### src/rtl/traffic_timer_if.sv
// Request/response bundle between the light-sequencing FSM (master) and
// traffic_timer (slave).
interface traffic_timer_if;
  // Strobes only, no backpressure: reprogram and start_timer are one-cycle
  // requests taken on any rising edge they are high (the timer is always
  // ready); expired and one_hz_tick are one-cycle pulses the master must
  // consume in the cycle they are high.
  logic       reprogram;
  logic [1:0] time_param_selector;
  logic [3:0] time_value;
  logic       start_timer;
  logic [1:0] interval_sel;
  logic       expired;
  logic       busy;
  logic [3:0] remaining;
  logic       one_hz_tick;
  logic       state_dbg;

  modport master (
    output reprogram, time_param_selector, time_value, start_timer, interval_sel,
    input  expired, busy, remaining, one_hz_tick, state_dbg
  );

  modport slave (
    input  reprogram, time_param_selector, time_value, start_timer, interval_sel,
    output expired, busy, remaining, one_hz_tick, state_dbg
  );
endinterface

### src/rtl/traffic_timer.sv
// Programmable interval timer for the traffic-light FSM: three interval
// registers, 1 Hz divider, countdown FSM. TRAFFIC_TIMER_FAST_SIM_EN bypasses the divider.
module traffic_timer #(
  parameter int CLKS_PER_SEC = 16,
  parameter int T_BASE_DEF   = 6,
  parameter int T_EXT_DEF    = 3,
  parameter int T_YEL_DEF    = 2
) (
  input  logic            clk,
  input  logic            reset,
  traffic_timer_if.slave  tif
);

  typedef enum logic {IDLE = 1'b0, RUN = 1'b1} state_t;

  state_t     state;
  logic [3:0] t_base;
  logic [3:0] t_ext;
  logic [3:0] t_yel;
  logic [3:0] remaining_q;
  logic       expired_q;
  logic       tick_q;
  logic [3:0] sel_value;
  logic [3:0] wr_value;
  logic       tick_now;
  logic       last_sec;

  // Reserved select loads the base interval.
  always_comb begin
    sel_value = t_base;
    case (tif.interval_sel)
      2'b01:   sel_value = t_ext;
      2'b10:   sel_value = t_yel;
      default: sel_value = t_base;
    endcase
  end

  assign wr_value = (tif.time_value == 4'd0) ? 4'd1 : tif.time_value;
  assign last_sec = (remaining_q <= 4'd1);

`ifdef TRAFFIC_TIMER_FAST_SIM_EN
  assign tick_now = (state == RUN);
`else
  localparam int DIV_W = $clog2(CLKS_PER_SEC);
  localparam logic [DIV_W-1:0] DIV_MAX = DIV_W'(CLKS_PER_SEC - 1);

  logic [DIV_W-1:0] div_cnt;

  always_ff @(posedge clk or negedge reset) begin
    if (!reset) begin
      div_cnt <= '0;
    end else if (tif.start_timer || div_cnt == DIV_MAX) begin
      div_cnt <= '0;
    end else begin
      div_cnt <= div_cnt + 1'b1;
    end
  end

  assign tick_now = (div_cnt == DIV_MAX);
`endif

  // Writes land in the register file only; a running countdown keeps its copy.
  always_ff @(posedge clk or negedge reset) begin
    if (!reset) begin
      t_base <= 4'(T_BASE_DEF);
      t_ext  <= 4'(T_EXT_DEF);
      t_yel  <= 4'(T_YEL_DEF);
    end else if (tif.reprogram) begin
      case (tif.time_param_selector)
        2'b00:   t_base <= wr_value;
        2'b01:   t_ext  <= wr_value;
        2'b10:   t_yel  <= wr_value;
        default: ;
      endcase
    end
  end

  // Countdown FSM; start_timer has priority over a coincident final tick.
  always_ff @(posedge clk or negedge reset) begin
    if (!reset) begin
      state       <= IDLE;
      remaining_q <= 4'd0;
      expired_q   <= 1'b0;
      tick_q      <= 1'b0;
    end else begin
      expired_q <= 1'b0;
`ifdef TRAFFIC_TIMER_FAST_SIM_EN
      tick_q <= tif.start_timer || (state == RUN && !last_sec);
`else
      tick_q <= tick_now && !tif.start_timer;
`endif
      if (tif.start_timer) begin
        state       <= RUN;
        remaining_q <= sel_value;
      end else if (state == RUN && tick_now) begin
        if (last_sec) begin
          state       <= IDLE;
          remaining_q <= 4'd0;
          expired_q   <= 1'b1;
        end else begin
          remaining_q <= remaining_q - 4'd1;
        end
      end
    end
  end

  assign tif.expired     = expired_q;
  assign tif.busy        = (state == RUN);
  assign tif.remaining   = remaining_q;
  assign tif.one_hz_tick = tick_q;
  assign tif.state_dbg   = state;

endmodule

### src/flat_wrapper.sv
// flat-port wrapper written by rule: the top's interface ports become plain ports
module traffic_timer_flat 
#(
  parameter int CLKS_PER_SEC = 16,
  parameter int T_BASE_DEF   = 6,
  parameter int T_EXT_DEF    = 3,
  parameter int T_YEL_DEF    = 2
)
  (clk, reset, tif_reprogram, tif_time_param_selector, tif_time_value, tif_start_timer, tif_interval_sel, tif_expired, tif_busy, tif_remaining, tif_one_hz_tick, tif_state_dbg);
  traffic_timer_if tif_i ();
  input  logic clk;
  input  logic reset;
  input wire logic [$bits(tif_i.reprogram)-1:0] tif_reprogram;
  input wire logic [$bits(tif_i.time_param_selector)-1:0] tif_time_param_selector;
  input wire logic [$bits(tif_i.time_value)-1:0] tif_time_value;
  input wire logic [$bits(tif_i.start_timer)-1:0] tif_start_timer;
  input wire logic [$bits(tif_i.interval_sel)-1:0] tif_interval_sel;
  output wire logic [$bits(tif_i.expired)-1:0] tif_expired;
  output wire logic [$bits(tif_i.busy)-1:0] tif_busy;
  output wire logic [$bits(tif_i.remaining)-1:0] tif_remaining;
  output wire logic [$bits(tif_i.one_hz_tick)-1:0] tif_one_hz_tick;
  output wire logic [$bits(tif_i.state_dbg)-1:0] tif_state_dbg;
  assign tif_i.reprogram = tif_reprogram;
  assign tif_i.time_param_selector = tif_time_param_selector;
  assign tif_i.time_value = tif_time_value;
  assign tif_i.start_timer = tif_start_timer;
  assign tif_i.interval_sel = tif_interval_sel;
  assign tif_expired = tif_i.expired;
  assign tif_busy = tif_i.busy;
  assign tif_remaining = tif_i.remaining;
  assign tif_one_hz_tick = tif_i.one_hz_tick;
  assign tif_state_dbg = tif_i.state_dbg;
  traffic_timer #(.CLKS_PER_SEC(CLKS_PER_SEC), .T_BASE_DEF(T_BASE_DEF), .T_EXT_DEF(T_EXT_DEF), .T_YEL_DEF(T_YEL_DEF)) u_core (.clk(clk), .reset(reset), .tif(tif_i));
endmodule
### config.mk
export PLATFORM = sky130hd
export DESIGN_NAME = traffic_timer_flat
export DESIGN_NICKNAME = d
export VERILOG_FILES = /design/src/rtl/traffic_timer_if.sv /design/src/rtl/traffic_timer.sv /design/src/flat_wrapper.sv
export SDC_FILE = /design/constraint.sdc
export NUM_CORES = 1
export LEC_CHECK = 0
export ABC_CLOCK_PERIOD_IN_PS = 1700
export CAP_MARGIN = 10
export CORE_MARGIN = 5
export CORE_UTILIZATION = 35
export DETAILED_ROUTE_END_ITERATION = 8
export REMOVE_ABC_BUFFERS = 1
export SLEW_MARGIN = 20
export SYNTH_ARGS = -nofsm -noshare
export SYNTH_HDL_FRONTEND = slang
export SYNTH_SLANG_ARGS = --single-unit
### constraint.sdc
create_clock -name clk -period 1.7 [get_ports clk]
set_input_delay 0.34 -clock clk [delete_from_list [all_inputs] [get_ports clk]]
set_output_delay 0.34 -clock clk [all_outputs]
set_load 0.02 [all_outputs]
Word-level counts from Yosys, hierarchy flattened
Cells that the tools add are included.
Operators by class
  add/sub/neg operators: 2
  $lt $le $gt $ge: 1
  equality and inequality tests: 5
  mux-type cells: 12
  reductions and logical operators: 12
Operator list (number)
  2-to-1 mux 4 bit: 5
  case mux 4 bit (2 select lines): 1
  AND reduction 2 bit: 4
  2-to-1 mux 1 bit: 6
  adder 4 x 1 -> 4 bit, second input constant: 1
  equality test 2 x 1 -> 1 bit, second input constant: 2
  equality test 2 bit, second input constant: 2
  equality test 4 bit, second input constant: 1
  less-or-equal comparator 4 x 1 -> 1 bit, second input constant: 1
  zero test 4 bit: 1
  nonzero test 2 bit: 2
  subtractor 4 x 1 -> 4 bit, second input constant: 1
  logical AND 1 bit: 2
  zero test 2 bit: 1
  zero test 1 bit: 1
  logical OR 1 bit: 1
Storage, ports and cells
  flip-flop bits (word level): 23
  bits of input ports: 12
  output and inout bits: 8
  logic and storage cells: 40

Logic depth before layout (Yosys ltp)
  depth in word-level cells: 4
  depth in mapped cells: 6

Worst setup path after synthesis
Ideal clock, no wire load.
  path kind: register to register
  start: register u_core.remaining_q[0], in the netlist u_core.tif.remaining[0]
  end: register u_core.remaining_q[3], in the netlist u_core.tif.remaining[3]
  setup time: 78 ps
  data arrival time: 1657 ps
  setup slack: -35 ps
  stages on the path, launching flop included: 7
  path buffers: 0
  period minus slack after synthesis: 1735 ps
  path through: dfrtp_1 > inv_1 > ha_1 > or2_4 > a21o_1 > o32a_1 > o2bb2ai_1
Between the ends
  longest elaborated chain between the ends: 4
  elaborated cells between the ends (all ways): 5
  classes of those cells: add/sub: 1; order compare: 1; mux: 3
RTL lines
  start: declaration: RTL line traffic_timer.sv:20  | logic [3:0] remaining_q;
  start signal: assignment: RTL line traffic_timer.sv:94  | remaining_q <= sel_value;
  start signal: assignment: RTL line traffic_timer.sv:101  | remaining_q <= remaining_q - 4'd1;
  subtractor 4 x 1 -> 4 bit / less-or-equal comparator 4 x 1 -> 1 bit (equally long branches): RTL line traffic_timer.sv:101, traffic_timer.sv:39
  2-to-1 mux 4 bit (*): RTL line traffic_timer.sv:96  | if (last_sec) begin
  2-to-1 mux 4 bit (*): RTL line traffic_timer.sv:95  | end else if (state == RUN && tick_now) begin
  2-to-1 mux 4 bit (*): RTL line traffic_timer.sv:92  | if (tif.start_timer) begin
Every way passes the cells marked *; elsewhere a longest branch is shown, timed or not. The select of a mux whose other input is x is not followed.
A chain may end at the register's enable or synchronous reset.

Worst setup path in the final report
Ends and elaborated chain as after synthesis.

==> metrics <==
Worst setup EP type register; largest net degree at the start of global routing 24; post-synthesis adder-cell area fraction 0.0557; CP Class reg2reg; Fin Hold WS 375 ps; CTS clk-pin slew, worst paths 120 ps; power per cell area 972 nW/um2; largest cells by area after synthesis dfrtp_1 40%, dfstp_2 12%, mux2_2 9.0%, ha_1 5.6%, o21ai_0 4.5%; critical path's slowest cell dfrtp_1; CP required 1940 ps; H-tree depth 1; Max Clock Freq 607 MHz; Vias/cell 4.98; outcome finished, final reports clean; worst r2r src u_core.tif.remaining[0]$_DFFE_PN0P_; first-iteration detailed-routing DRC count 62; nets@finish 146; DRC Markers 0; aggregate routed wire length 2250 um; Worst setup SP type register; synthesized area 1120 um2; FF-to-FF path depth 6; Worst-Margin Slew 304 ps; worst skew pair latency 300 ps; Pre-Repair DR Iteration Count 4; port bufs 19; diode count 0; gate count after technology mapping 100; CP max FO 4; Logic pwr share 0.313; Period minus WS final 1650 ps; clock share of power 0.176; Final Instance Area 1430 um2; final setup fails 0; Vias 856; area share of xor/xnor cells in the synthesized design 0.00780; placed insts 167; all-layer global routing usage 0.119; ys flop type dfrtp_1; sequential element share of the synthesized area 0.518; Seq pwr share 0.511; relative slew slack 0.798; Post-synth ARST share 1.00; die area 4440 um2; Max Cap Viol 0; Worst R2R End u_core.tif.remaining[3]$_DFFE_PN0P_; Final Non-Filler Cells 172; die width 66.7 um; area growth from synthesis to layout 27.6%; Critical Path Max Stage Delay 420 ps; synth cell count leaders 18 x dfrtp_1, 10 x o21ai_0, 9 x mux2_2; Final Hold Vio Count 0; Sink Count 23; die height 66.7 um; FF-to-FF setup slack 50 ps; syn_area_per_cell 11.2 um2; Int Power 976 uW; antenna viol nets, final 0; first-pass GRT wire length 4040 um; Arr. time, crit path 1880 ps; RSZ-0062 raised after global routing true; initial antenna violation count 0; Switching Power 418 uW; Slew Viols, Final 0; mux cell area share after synthesis 0.0902; layout cell share with drive strength beyond 1 0.227; Starting Density 0.365; post-synthesis compound-gate area fraction 0.161; drt wl/cell 13.1 um; post-synth cell types 31; FF+latch count, synth 23; Synth Warn # 0; row count 20; gpl congestion 0.748; top-area cell type share of the netlist area 0.401; simple-gate share of the synthesized area 0.131; hpwl dp 1760 um; Post-synth EDFFs 0; vias in the first global route 911; placed inst area 1400 um2; Ports 20; cells along the critical path inv_2 > ha_1 > or2_4 > a21o_1 > o32a_1 > o2bb2ai_1; sw frac 0.300; clk buf depth 2; Root Driver clkbuf_4; Final Cycle Share 0.968; Hold/Removal Path Class in2async; largest family of logic cells by synthesized area compound AO/OA/AOI/OAI gates; CORE AREA 3080 um2; total CTS buffers 3; GRT Residual Overflow 0; CTS tree yes; Synth area leader dfrtp_1; Pleak 0.000617 uW; peak supply drop 375 uV; count leader, synth dfrtp_1; Clock Skews 4.23 ps
==> power by group through the flow <==
stage	registers, uW	logic [uW]	clock network, uW
floorplan	738	218	0
global placement	722	441	0
detailed placement	724	445	0
CTS	711	443	256
global route	726	492	292
finish	712	437	245
==> repair_timing <==
| item | CTS | global route |
|---|---|---|
| pin swaps | 0 | 1 |
| resized for setup | 5 | 3 |
| hold buffers | 0 | 0 |
| buffers inserted | 1 | 0 |
| endpoints found under the setup margin | 7 | 4 |
==> layout by cell type (no fill, tap or decap), types with 2 or more instances in the layout <==
cell type        count
dfrtp_1             18
clkdlybuf4s50_1     13
o21ai_0              9
mux2_2               9
buf_4                8
nand2_1              6
inv_1                5
ha_1                 5
dlygate4sd2_1        5
dfstp_2              5
nor2_1               4
a21oi_1              4
a221oi_1             4
nor3_1               3
nand3b_1             3
a21o_1               3
clkbuf_4             3
nor3b_1              2
nand3_1              2
==> through the flow <==
step	setup TNS, ps	setup slack [ps]	utilization	power [uW]
6_report	0	53.9	0.466	1390
3_3_place_gp	-574	-158	0.456	1160
5_1_grt	-22.9	-22.9	0.466	1510
4_1_cts	0	10.6	0.465	1410
2_1_floorplan	-35.4	-35.4	-	956
3_5_place_dp	-673	-182	0.456	1170
==> worst max-delay path, delay by kind of cell, from the launching register on <==
family | cells | cell delay [ps]
fa+ha+maj | 1 | 210
simple gates | 1 | 250
buf+inv | 1 | 50
flops | 1 | 420
compound gates | 3 | 650
==> state kept, by name (all words and copies together) (netlist names) <==
signal,count
u_core.div_cnt,4
u_core.t_base,4
u_core.t_ext,4
u_core.t_yel,4
u_core.tif.remaining,4
u_core.tif.busy,1
u_core.tif.expired,1
u_core.tif.one_hz_tick,1
==> logic make-up after synthesis <==
kind of cell | count (synthesis)
flip-flops | 23
XOR/XNOR | 1
buffers and inverters | 9
adder cells (fa/ha/maj) | 5
AND/OR/NAND/NOR | 26
multiplexers | 9
AO/OA/AOI/OAI | 27
==> routing by layer <==
| layer | wire length [um] | track usage |
|---|---|---|
| met2 | 1070 | 0.198 |
| met1 | 1040 | 0.151 |
| met4 | 17 | 0.0381 |
| met3 | 125 | 0.0287 |
| met5 | 0 | 0 |
==> layout make-up <==
cell class	instances	area [um2]
fillers	304	1640
clock buffers	4	26.3
inverters	6	22.5
multi-input cells	68	502
well taps	44	55.1
repair buffers	27	246
flip-flops and latches	23	582
==> worst max path at each step <==
stage,from,endpoint,slack [ps],depth (start not counted)
final,u_core.tif.remaining[0]$_DFFE_PN0P_,u_core.tif.remaining[3]$_DFFE_PN0P_,50,6
after CTS,u_core.tif.remaining[0]$_DFFE_PN0P_,u_core.tif.remaining[3]$_DFFE_PN0P_,10,6
after global placement,tif_interval_sel[0],u_core.tif.remaining[1]$_DFFE_PN0P_,-160,7
after detailed placement,tif_interval_sel[0],u_core.tif.remaining[0]$_DFFE_PN0P_,-180,7
after floorplan,u_core.tif.remaining[0]$_DFFE_PN0P_,u_core.tif.remaining[3]$_DFFE_PN0P_,-40,6
after global routing,u_core.tif.remaining[0]$_DFFE_PN0P_,u_core.tif.remaining[3]$_DFFE_PN0P_,-20,6
(Power assumes the default switching activity.)
==> edit (same settings) <==
`CLKS_PER_SEC` is set to 16 in 2 places; all go to 32.
--- a/src/rtl/traffic_timer.sv
+++ b/src/rtl/traffic_timer.sv
@@ -2,5 +2,5 @@
 // registers, 1 Hz divider, countdown FSM. TRAFFIC_TIMER_FAST_SIM_EN bypasses the divider.
 module traffic_timer #(
-  parameter int CLKS_PER_SEC = 16,
+  parameter int CLKS_PER_SEC = 32,
   parameter int T_BASE_DEF   = 6,
   parameter int T_EXT_DEF    = 3,
--- a/src/flat_wrapper.sv
+++ b/src/flat_wrapper.sv
@@ -2,5 +2,5 @@
 module traffic_timer_flat 
 #(
-  parameter int CLKS_PER_SEC = 16,
+  parameter int CLKS_PER_SEC = 32,
   parameter int T_BASE_DEF   = 6,
   parameter int T_EXT_DEF    = 3,
Behaviour: same outputs for any inputs over 10 cycles, from zero or initial values and one cycle with reset low; that may be too few to reach the edited logic, so the function may still have changed.
==> edit against the original RTL <==
- die area increased by 2.9%
- final area grew 1.9%
- worst setup slack gained 0.052 ns
- wire length rose by 3.1%
- synthesized cell count unchanged
- clock power up 4%
- non-clock buffer count shrank 3
- sequential cell count grew 1
- power fell by 11%
- via count grew 0.35%
- area after synthesis rose by 3.5%
- register-to-register slack better by 0.07 ns
==> edit: results (changes against the original RTL) <==
clock latency at the later pin of the worst-skew pair=~0.31 ns; clock-pin slew on the worst setup and hold paths=about 0.13 ns; Total GRT Usage=11.4% (-0.49 points); port bufs=19 (unchanged); Top FF cell, synth=dfrtp_1; Area contributors post-synth=dfrtp_1 41%, dfstp_2 11%, mux2_2 8.7%; Worst Skew=0.00904 ns (+0.00482 ns); Final Wtd Congestion=0.825 (+10%); TritonCTS buffer count=3 (unchanged); Largest Register=u_core.div_cnt; routed vias=859 (+0.35%); Post-DP Area=1430 um2 (+1.9%); DRT Pass-1 Iters=4 (unchanged); post-synthesis sequential area ratio=52.2% (+0.42 points); final setup violation count=0 (unchanged); WL/cell=13.6 um (+3.7%); H-tree levels=1 (unchanged); delay-heaviest family, CP=buffers and inverters; Post-Layout Cell Count=171 (-0.58%); Synth top cells by count=19 x dfrtp_1, 9 x mux2_2, 6 x ha_1, 6 x nand2_1; syn avg cell area=11.6 um2 (+3.5%); status=finished, final reports clean; 1st-iter DRT viols=39 (-37%); Setup Fix Bufs, Post-CTS=0 (-1); Worst-Margin Slew=0.355 ns (+0.0510 ns); synth warn=0 (unchanged); first-pass GRT wire length=3.99 mm (-1.4%); switching share of total power=28.5% (-1.5 points); nets=144 (-1.4%); Antenna Cells=0 (unchanged); clock tree root driver cell=clkbuf_4; vias in the first global route=931 (+2.2%); CP max stage delay=0.60 ns (+0.18 ns); worst endpoint data arrival time=1.25 ns (-0.63 ns); Netlist cell types=31 (unchanged); Max VDD drop=0.000472 V (+26%); ys async rst share=100% (unchanged); Static Leak=0.619 nW (+0.24%); CP max FO=1 (-3); dpl hpwl=1.77 mm (+0.71%); worst min-delay path category=input port to async pin; Worst path slowest cell=clkdlybuf4s50_1; largest net degree at the start of global routing=25 (+4.2%); layout cells sized above 1=20.8% (-1.9 points); Max Root-Sink Buffers=2 (unchanged); initial antenna violation count=0 (unchanged); max reg flops=5
-- edit: cell types whose count changed in the layout (fill, tap and decap cells not counted), moves of 3 or more --
cell and delta:
o21ai_0 -5, buf_4 -3, a22oi_1 +3, a221oi_1 -4, o211ai_1 +3
-- edit: cell type report --
cell class | instances | area, um2
Multi-Input combinational cell | 68 | 532
Sequential cell | 24 | 607
Clock buffer | 4 | 26.3
Timing Repair Buffer | 24 | 220
Tap cell | 46 | 57.6
Inverter | 5 | 18.8
Fill cell | 332 | 1820
-- edit: worst paths after layout --
check	from	end	slack (ns)	depth (start not counted)
setup / recovery	u_core.tif.expired	tif_expired	0.11	1
setup reg to reg	u_core.div_cnt[0]	u_core.tif.remaining[1]	0.12	6
hold reg to reg	u_core.div_cnt[0]	u_core.div_cnt[0]	0.47	1
hold / removal	reset	u_core.tif.busy	0.38	2
max in group asynchronous	reset	u_core.t_ext[0]	1.03	2
min in group clk	u_core.div_cnt[0]	u_core.div_cnt[0]	0.47	1
-- edit: power groups by stage --
stage	logic (W)	registers [W]	clock network [W]
detailed placement	0.000283	0.000728	0
CTS	0.000273	0.000717	0.000269
floorplan	0.000147	0.000730	0
finish	0.000271	0.000720	0.000254
global placement	0.000273	0.000723	0
global route	0.000305	0.000730	0.000301
-- edit: kinds of logic after synthesis --
group / share of synthesized area, %
buffers and inverters: 3.12
adder cells (fa/ha/maj): 6.46
AND/OR/NAND/NOR: 13.6
multiplexers: 9.58
flip-flops: 52.2
XOR/XNOR: 1.51
AO/OA/AOI/OAI: 13.6
-- edit: per-layer routing --
metal | part of all wire [%] | track usage [%]
met5 | 0 | 0
met4 | 0.52 | 3.04
met1 | 41 | 13.2
met2 | 52 | 20.5
met3 | 6.2 | 3.16
-- edit: repair_timing --
action	CTS	global route
setup endpoints to repair	6	3
resized for setup	6	3
endpoints found under the hold margin	0	0
pin swaps	0	0
-- edit: through the flow --
| step | setup WS, ns | setup TNS, ns | hold slack, ns |
|---|---|---|---|
| detailed placement | -0.110 | -0.349 | 0.460 |
| global placement | -0.0903 | -0.272 | 0.454 |
| global route | 0.0467 | 0 | 0.383 |
| floorplan | 0.0664 | 0 | 0.0444 |
| CTS | 0.0446 | 0 | 0.390 |
| finish | 0.106 | 0 | 0.378 |
